--- src/rtl/host_uart_pkg.sv ---
// host_uart_pkg
// Shared definitions for the host UART bridge: the common RX/TX state type,
// the UART frame shape and the clock-divider helper.
package host_uart_pkg;

  typedef enum logic [1:0] {
    IDLE  = 2'd0,
    START = 2'd1,
    DATA  = 2'd2,
    STOP  = 2'd3
  } uart_state_t;

  localparam int DATA_BITS = 8;
  localparam int STOP_BITS = 1;

  // Clock cycles per UART bit; callers guarantee an exact, >= 4 result.
  function automatic int calc_div(input int clk_freq, input int baud);
    return clk_freq / baud;
  endfunction

endpackage

--- src/rtl/host_sync_fifo.sv ---
// host_sync_fifo
// Single-clock FIFO with registered pop data, registered empty/full flags,
// and simultaneous push/pop (push accepted when full if a pop also occurs;
// a pop while empty is ignored even if a push arrives in the same cycle).
//
// Ports:
//   CLK, RESET    clock, asynchronous active-high reset
//   i_push        write strobe; i_push_data is the byte written
//   i_pop         read strobe; o_pop_data updates on that edge
//   o_empty       registered empty flag
//   o_full        registered full flag
module host_sync_fifo #(
  parameter int WIDTH = 8,
  parameter int DEPTH = 16
) (
  input  logic             CLK,
  input  logic             RESET,
  input  logic             i_push,
  input  logic [WIDTH-1:0] i_push_data,
  input  logic             i_pop,
  output logic [WIDTH-1:0] o_pop_data,
  output logic             o_empty,
  output logic             o_full
);

  localparam int AW = $clog2(DEPTH);
  localparam int CW = $clog2(DEPTH) + 1;

  logic [WIDTH-1:0] r_mem [DEPTH];
  logic [AW-1:0]    r_wr_ptr;
  logic [AW-1:0]    r_rd_ptr;
  logic [CW-1:0]    r_count;
  logic [WIDTH-1:0] r_pop_data;
  logic             r_empty;
  logic             r_full;

  logic             w_pop_ok;
  logic             w_push_ok;
  logic [CW-1:0]    w_count_nxt;

  // When full, a concurrent pop frees the slot the push lands in.
  assign w_pop_ok  = i_pop && !r_empty;
  assign w_push_ok = i_push && (!r_full || w_pop_ok);

  always_comb begin
    w_count_nxt = r_count;
    if (w_push_ok && !w_pop_ok) begin
      w_count_nxt = r_count + 1'b1;
    end else if (!w_push_ok && w_pop_ok) begin
      w_count_nxt = r_count - 1'b1;
    end
  end

  always_ff @(posedge CLK or posedge RESET) begin
    if (RESET) begin
      for (int i = 0; i < DEPTH; i++) begin
        r_mem[i] <= '0;
      end
      r_wr_ptr   <= '0;
      r_rd_ptr   <= '0;
      r_count    <= '0;
      r_pop_data <= '0;
      r_empty    <= 1'b1;
      r_full     <= 1'b0;
    end else begin
      if (w_push_ok) begin
        r_mem[r_wr_ptr] <= i_push_data;
        r_wr_ptr        <= r_wr_ptr + 1'b1;
      end
      if (w_pop_ok) begin
        r_pop_data <= r_mem[r_rd_ptr];
        r_rd_ptr   <= r_rd_ptr + 1'b1;
      end
      r_count <= w_count_nxt;
      r_empty <= (w_count_nxt == '0);
      r_full  <= (w_count_nxt == CW'(DEPTH));
    end
  end

  assign o_pop_data = r_pop_data;
  assign o_empty    = r_empty;
  assign o_full     = r_full;

endmodule

--- src/rtl/host_uart_bridge.sv ---
// host_uart_bridge
// Transparent UART <-> byte FIFO bridge feeding the AHB3 host master.
// RX: 2-flop synchronizer, mid-bit sampling deserializer, RX FIFO.
// TX: TX FIFO, serializer producing back-to-back 10-bit frames.
//
// Ports:
//   CLK, RESET        clock, asynchronous active-high reset
//   UART_RX, UART_TX  serial link to host (UART_TX idles high, flop driven)
//   RDEN/RDEMPTY/RDDATA   RX FIFO read side (RDDATA valid cycle after RDEN)
//   WREN/WRFULL/WRDATA    TX FIFO write side (writes when full are dropped)
//   OVERRUN           sticky: received byte lost to a full RX FIFO
//   FRAMERR           sticky: received stop bit sampled low
//
// state | meaning (RX / TX)
// IDLE  | RX waits for line low / TX waits for a queued byte
// START | RX times to mid start bit / TX drives the start bit
// DATA  | eight data bits, LSB first
// STOP  | RX checks stop bit, holds on error until line high / TX stop bit
module host_uart_bridge
  import host_uart_pkg::*;
#(
  parameter int CLK_FREQ = 48000000,
  parameter int BAUD     = 3000000,
  parameter int DEPTH    = 16
) (
  input  logic       CLK,
  input  logic       RESET,
  input  logic       UART_RX,
  output logic       UART_TX,
  input  logic       RDEN,
  output logic       RDEMPTY,
  output logic [7:0] RDDATA,
  input  logic       WREN,
  output logic       WRFULL,
  input  logic [7:0] WRDATA,
  output logic       OVERRUN,
  output logic       FRAMERR
);

  localparam int DIV   = calc_div(CLK_FREQ, BAUD);
  localparam int CNT_W = $clog2(DIV);
  localparam int BIT_W = $clog2(DATA_BITS);

  localparam logic [CNT_W-1:0] CNT_FULL  = CNT_W'(DIV - 1);
  localparam logic [CNT_W-1:0] CNT_HALF  = CNT_W'(DIV / 2 - 1);
  localparam logic [BIT_W-1:0] BIT_LAST  = BIT_W'(DATA_BITS - 1);
  localparam logic [BIT_W-1:0] STOP_LAST = BIT_W'(STOP_BITS - 1);

  // RX synchronizer and deserializer
  logic              r_rx_meta;
  logic              r_rx_sync;
  uart_state_t       r_rx_state;
  logic [CNT_W-1:0]  r_rx_cnt;
  logic [BIT_W-1:0]  r_rx_bitn;
  logic [7:0]        r_rx_shift;
  logic              r_rx_drop;
  logic              r_rx_push;
  logic              r_framerr;
  logic              r_overrun;
  logic              w_rx_full;

  // TX serializer
  uart_state_t       r_tx_state;
  logic [CNT_W-1:0]  r_tx_cnt;
  logic [BIT_W-1:0]  r_tx_bitn;
  logic [7:0]        r_tx_shift;
  logic              r_uart_tx;
  logic              w_tx_pop;
  logic              w_tx_empty;
  logic [7:0]        w_tx_data;

  always_ff @(posedge CLK or posedge RESET) begin
    if (RESET) begin
      r_rx_meta <= 1'b1;
      r_rx_sync <= 1'b1;
    end else begin
      r_rx_meta <= UART_RX;
      r_rx_sync <= r_rx_meta;
    end
  end

  always_ff @(posedge CLK or posedge RESET) begin
    if (RESET) begin
      r_rx_state <= IDLE;
      r_rx_cnt   <= '0;
      r_rx_bitn  <= '0;
      r_rx_shift <= '0;
      r_rx_drop  <= 1'b0;
      r_rx_push  <= 1'b0;
      r_framerr  <= 1'b0;
    end else begin
      r_rx_push <= 1'b0;
      case (r_rx_state)
        IDLE: begin
          if (!r_rx_sync) begin
            r_rx_cnt   <= CNT_HALF;
            r_rx_state <= START;
          end
        end
        START: begin
          if (r_rx_cnt != '0) begin
            r_rx_cnt <= r_rx_cnt - 1'b1;
          end else if (r_rx_sync) begin
            r_rx_state <= IDLE;
          end else begin
            r_rx_cnt   <= CNT_FULL;
            r_rx_bitn  <= '0;
            r_rx_state <= DATA;
          end
        end
        DATA: begin
          if (r_rx_cnt != '0) begin
            r_rx_cnt <= r_rx_cnt - 1'b1;
          end else begin
            r_rx_shift <= {r_rx_sync, r_rx_shift[7:1]};
            r_rx_cnt   <= CNT_FULL;
            if (r_rx_bitn == BIT_LAST) begin
              r_rx_state <= STOP;
            end else begin
              r_rx_bitn <= r_rx_bitn + 1'b1;
            end
          end
        end
        STOP: begin
          if (r_rx_cnt != '0) begin
            r_rx_cnt <= r_rx_cnt - 1'b1;
          end else if (r_rx_drop) begin
            // Bad stop bit: hold here so a low line is not mistaken for a new start.
            if (r_rx_sync) begin
              r_rx_drop  <= 1'b0;
              r_rx_state <= IDLE;
            end
          end else if (r_rx_sync) begin
            r_rx_push  <= 1'b1;
            r_rx_state <= IDLE;
          end else begin
            r_framerr <= 1'b1;
            r_rx_drop <= 1'b1;
          end
        end
        default: r_rx_state <= IDLE;
      endcase
    end
  end

  // A full FIFO only accepts the push if the master pops in the same cycle.
  always_ff @(posedge CLK or posedge RESET) begin
    if (RESET) begin
      r_overrun <= 1'b0;
    end else if (r_rx_push && w_rx_full && !RDEN) begin
      r_overrun <= 1'b1;
    end
  end

  host_sync_fifo #(
    .WIDTH (8),
    .DEPTH (DEPTH)
  ) u_rx_fifo (
    .CLK         (CLK),
    .RESET       (RESET),
    .i_push      (r_rx_push),
    .i_push_data (r_rx_shift),
    .i_pop       (RDEN),
    .o_pop_data  (RDDATA),
    .o_empty     (RDEMPTY),
    .o_full      (w_rx_full)
  );

  host_sync_fifo #(
    .WIDTH (8),
    .DEPTH (DEPTH)
  ) u_tx_fifo (
    .CLK         (CLK),
    .RESET       (RESET),
    .i_push      (WREN),
    .i_push_data (WRDATA),
    .i_pop       (w_tx_pop),
    .o_pop_data  (w_tx_data),
    .o_empty     (w_tx_empty),
    .o_full      (WRFULL)
  );

  // Pop at idle or on the last stop-bit cycle so frames run back to back.
  // The popped byte is registered and is consumed at the end of the start bit.
  assign w_tx_pop = !w_tx_empty &&
                    ((r_tx_state == IDLE) ||
                     ((r_tx_state == STOP) && (r_tx_cnt == '0) && (r_tx_bitn == STOP_LAST)));

  always_ff @(posedge CLK or posedge RESET) begin
    if (RESET) begin
      r_tx_state <= IDLE;
      r_tx_cnt   <= '0;
      r_tx_bitn  <= '0;
      r_tx_shift <= '0;
      r_uart_tx  <= 1'b1;
    end else begin
      case (r_tx_state)
        IDLE: begin
          if (w_tx_pop) begin
            r_uart_tx  <= 1'b0;
            r_tx_cnt   <= CNT_FULL;
            r_tx_state <= START;
          end
        end
        START: begin
          if (r_tx_cnt != '0) begin
            r_tx_cnt <= r_tx_cnt - 1'b1;
          end else begin
            r_uart_tx  <= w_tx_data[0];
            r_tx_shift <= {1'b1, w_tx_data[7:1]};
            r_tx_cnt   <= CNT_FULL;
            r_tx_bitn  <= '0;
            r_tx_state <= DATA;
          end
        end
        DATA: begin
          if (r_tx_cnt != '0) begin
            r_tx_cnt <= r_tx_cnt - 1'b1;
          end else begin
            r_tx_cnt <= CNT_FULL;
            if (r_tx_bitn == BIT_LAST) begin
              r_uart_tx  <= 1'b1;
              r_tx_bitn  <= '0;
              r_tx_state <= STOP;
            end else begin
              r_uart_tx  <= r_tx_shift[0];
              r_tx_shift <= {1'b1, r_tx_shift[7:1]};
              r_tx_bitn  <= r_tx_bitn + 1'b1;
            end
          end
        end
        STOP: begin
          if (r_tx_cnt != '0) begin
            r_tx_cnt <= r_tx_cnt - 1'b1;
          end else if (r_tx_bitn != STOP_LAST) begin
            r_tx_bitn <= r_tx_bitn + 1'b1;
            r_tx_cnt  <= CNT_FULL;
          end else if (w_tx_pop) begin
            r_uart_tx  <= 1'b0;
            r_tx_cnt   <= CNT_FULL;
            r_tx_state <= START;
          end else begin
            r_tx_state <= IDLE;
          end
        end
        default: r_tx_state <= IDLE;
      endcase
    end
  end

  assign UART_TX = r_uart_tx;
  assign OVERRUN = r_overrun;
  assign FRAMERR = r_framerr;

endmodule

--- config.mk ---
export PLATFORM = sky130hd
export DESIGN_NAME = host_uart_bridge
export DESIGN_NICKNAME = d
export VERILOG_FILES = /design/src/rtl/host_uart_pkg.sv /design/src/rtl/host_sync_fifo.sv /design/src/rtl/host_uart_bridge.sv
export SDC_FILE = /design/constraint.sdc
export NUM_CORES = 1
export LEC_CHECK = 0
export CAP_MARGIN = 20
export CORE_MARGIN = 8
export CORE_UTILIZATION = 45
export CTS_CLUSTER_SIZE = 8
export DETAILED_ROUTE_END_ITERATION = 16
export GPL_TIMING_DRIVEN = 0
export PLACE_DENSITY = 0.61
export SYNTH_ARGS = -nofsm -noshare
export SYNTH_HDL_FRONTEND = slang
export SYNTH_SLANG_ARGS = --single-unit
--- constraint.sdc ---
create_clock -name CLK -period 15.9 [get_ports CLK]
set_input_delay 2.385 -clock CLK [delete_from_list [all_inputs] [get_ports CLK]]
set_output_delay 2.385 -clock CLK [all_outputs]
set_load 0.02 [all_outputs]
==> results by group <==
Outcome
  • Status: finished, final reports clean

Timing
  • Unrepaired setup endpoints after global routing: false
  • Max Slew Vio Count: 0
  • Tmin final: roughly 4.2 ns
  • Fin crit share: 26.4%
  • Setup TNS: 0 ns
  • Slew @ Worst Pin: ~0.80 ns
  • Final setup violation count: 0
  • Relative max-transition margin: ~47%
  • Highest Clock Rate: about 240 MHz
  • Final Hold Fails: 0
  • Worst Skew: approximately 0.022 ns
  • Fin Hold WS: ~0.35 ns

Critical path
  • Crit-path max FO: 10
  • Crit-path cells: clkdlybuf4s50_1 -> nand2b_1 -> a21boi_1 -> buf_2 -> nand4_1 -> mux2_2
  • Largest stage delay, worst path: ~0.52 ns
  • Critical Path End Type: flop
  • Critical path class: in2reg
  • CP max stage cell: clkdlybuf4s50_1
  • CP arrival: around 4.6 ns
  • Reg2reg setup slack: 13.24 ns
  • Worst Path Required: 16.32 ns
  • Startpoint types: input port

Global routing
  • First-pass GRT wire length: 57.0 mm
  • Vias in the first global route: ~10000
  • Initial antenna violation count: 0
  • Grt ovf: 0
  • GR Util All Layers: ~17%
  • Largest net degree at the start of global routing: approximately 120

Final layout
  • # fillers: between 3000 and 4000
  • Footprint of the multi-input gates: roughly 0.0071 mm^2
  • Synth-to-Final Area Change: 14.2%
  • Post-route cell area: 0.0184 mm^2
  • N_diodes: 0
  • Reg area: 0.00859 mm^2
  • Layout cells sized above 1: between 30% and 40%
  • Number of nets in the layout: ~1300

Power
  • Internal power: about 2.2 mW
  • Leakage: 8.31 nW
  • Sw Pwr: about 1.1 mW
  • Comb power frac: approximately 33%
  • VDD IR max: between 0.1 and 0.15 mV
  • Switching share of power: about a third
  • Share of total power in sequential cells: between 30% and 40%
  • Clock network power share: 28.4%
  • Cell Pwr Density: roughly 180 mW/mm^2

CTS
  • CTS max path bufs: 3
  • H-tree levels: 2
  • CTS clk-pin slew, worst paths: approximately 0.050 ns
  • CTS resizes: 0
  • Clock root buffer: clkbuf_16
  • Clock latency on the worst-skew pair: ~0.56 ns
  • CTS tree: built
  • Post-CTS Setup Bufs: 0
  • Sink Count: between 300 and 400
  • TritonCTS Buffers: a little under 50
  • Hold buffer count at cts: 0

Floorplan
  • Die ar.: between 0.04 and 0.05 mm^2
  • IO Count: 26
  • CORE AREA: 0.0354 mm^2
  • Chip Width: 205 um
  • Initial core utilization: 45.6%
  • Die Y: approximately 200 um
  • Cell row count: 69

Synthesis
  • Seq/Total Area, Yosys: roughly 53%
  • Area contributors post-synth: dfrtp_1 52%, mux2_2 19%, mux4_2 9.1%
  • Post-synth EDFFs: 0
  • Mapped cell area: 0.0161 mm^2
  • Asr flop ratio synth: between 90% and 100%
  • Avg Cell Area, Syn: roughly 14 um^2
  • Synthesis-stage register bit count: ~340
  • Synth area leader: dfrtp_1
  • Post-Syn Nets: between 1000 and 1500
  • Netlist cell types: 73
  • Top cell type's share of synthesized area: between 50% and 60%
  • Top_reg_cell synth: dfrtp_1
  • Yosys warns: 0
  • Syn Inst Count: between 1000 and 1500

Placement
  • Detail Placement HPWL: between 20 and 25 mm
  • Routability cong.: around 0.76
  • IO buf count: 24
  • Placement Cell Area: about 0.017 mm^2

Job
  • Max Cap Viol: 0

Hold path
  • HP Class: reg2reg

Route
  • Drt pass-1 iters: 5
  • DR WL/cell: between 20 and 25 um
  • Via count: about 9400
  • Initial DRC Count: approximately 430
  • Total Wirelength: roughly 35 mm
  • Drt drc: 0
  • Antenna-violating nets left: 0
  • Drt via density: 5.53
metal layers:
| layer | track usage, % | part of all wire [%] | vias up | wire length (um) |
|---|---|---|---|---|
| li1 | - | - | 4368 | - |
| met1 | 22.7 | 45 | 4863 | 15600 |
| met2 | 28.5 | 49 | 125 | 16900 |
| met3 | 2.87 | 3.3 | 62 | 1140 |
| met4 | 5.26 | 2.5 | 0 | 873 |
| met5 | 0 | 0 | - | 0 |
stage by stage:
stage / std cells / setup slack (ns) / total power, mW / utilization, %
2_1_floorplan: 1132 / 4.01 / 2.11 / -
3_3_place_gp: 1617 / -0.444 / 2.36 / 47.9
3_5_place_dp: 1620 / 11.16 / 2.39 / 48.1
4_1_cts: 1704 / 11.72 / 3.35 / 52.0
5_1_grt: 1704 / 11.57 / 3.53 / 52.0
6_report: 1704 / 11.70 / 3.31 / 52.0
placed cells by master, fill, tap and decap left out, types with 4 or more instances in the layout:
cell type        count
dfrtp_1            338
mux2_2             279
clkbuf_1            71
mux4_2              65
clkbuf_16           49
nand2_1             43
o21ai_0             35
ha_1                31
nor3_1              26
inv_1               25
nor2_1              24
clkdlybuf4s50_1     24
nor2b_1             19
buf_2               17
a21oi_1             17
mux2i_1             17
xnor2_1             17
nand3_1             13
nand4_1             10
a211oi_1             8
a221o_1              8
nand2b_1             6
dfstp_2              5
nand3_4              5
buf_1                5
nand3_2              5
and2_1               4
final cells by class:
type / count / share of cell area [%]
buffer: 66 / 1.61
clock buffer: 80 / 7.35
clock inverter: 4 / 0.149
inverter: 26 / 0.571
multi-input combinational: 697 / 38.8
sequential: 343 / 46.6
tap: 461 / 3.13
timing repair buffer: 27 / 1.75
cell families (layout without fill, tap and decap cells):
| logic type | Yosys count | in the layout | synth area share [%] |
|---|---|---|---|
| AOI/OAI and AO/OA | 104 | 104 | 4.45 |
| and+or+nand+nor | 180 | 180 | 6.60 |
| adders and majority gates | 31 | 31 | 2.41 |
| xor gates and xnor gates | 20 | 20 | 1.13 |
| buffers and inverters | 92 | 203 | 2.44 |
| DFF | 343 | 343 | 53.3 |
| muxes | 362 | 362 | 29.7 |
Yosys cell counts (all sizes together) (13+ instances only):
master and instances:
a21oi 18, buf 25, clkbuf 41, dfrtp 338, ha 31, inv 26, mux2 280, mux2i 17
mux4 65, nand2 43, nand3 23, nand4 13, nor2 24, nor2b 19, nor3 26, o21ai 36
xnor2 18
final timing paths:
path	cells past startpoint	start	to
hold reg to reg	0	r_rx_meta	r_rx_sync
setup / recovery	6	RDEN	u_rx_fifo.r_mem[31]
max in group asynchronous	4	RESET	u_tx_fifo.r_mem[50]
setup reg to reg	8	r_tx_cnt[0]	u_tx_fifo.r_mem[115]
hold / removal	0	r_rx_meta	r_rx_sync
min in group asynchronous	3	RESET	u_rx_fifo.r_mem[26]
state kept, by name, summed over array words and instances (netlist names), 2 cells and up, named ones only:
register,count
r_tx_bitn,3
u_rx_fifo.r_count,5
r_tx_cnt,4
r_tx_shift,8
u_rx_fifo.r_wr_ptr,4
r_rx_bitn,3
u_rx_fifo.r_mem,128
u_tx_fifo.r_count,5
r_tx_state,2
u_rx_fifo.o_pop_data,8
u_tx_fifo.r_rd_ptr,4
u_tx_fifo.r_wr_ptr,4
u_tx_fifo.o_pop_data,8
u_rx_fifo.r_rd_ptr,4
u_tx_fifo.r_mem,128
r_rx_shift,8
r_rx_cnt,4
power groups by stage:
stage / clock [mW] / combinational, mW / sequential (mW)
2_1_floorplan: 0 / 0.878 / 1.23
3_3_place_gp: 0 / 1.10 / 1.27
3_5_place_dp: 0 / 1.12 / 1.28
4_1_cts: 0.967 / 1.12 / 1.26
5_1_grt: 1.01 / 1.22 / 1.29
6_report: 0.938 / 1.11 / 1.26
critical path: cells and delay by family:
family	cells	cell delay [ns]
mux	1	0.47
buf+inv	2	0.81
compound gates	1	0.35
simple gates	2	0.60
No activity file was read; power rests on OpenSTA's default activity.
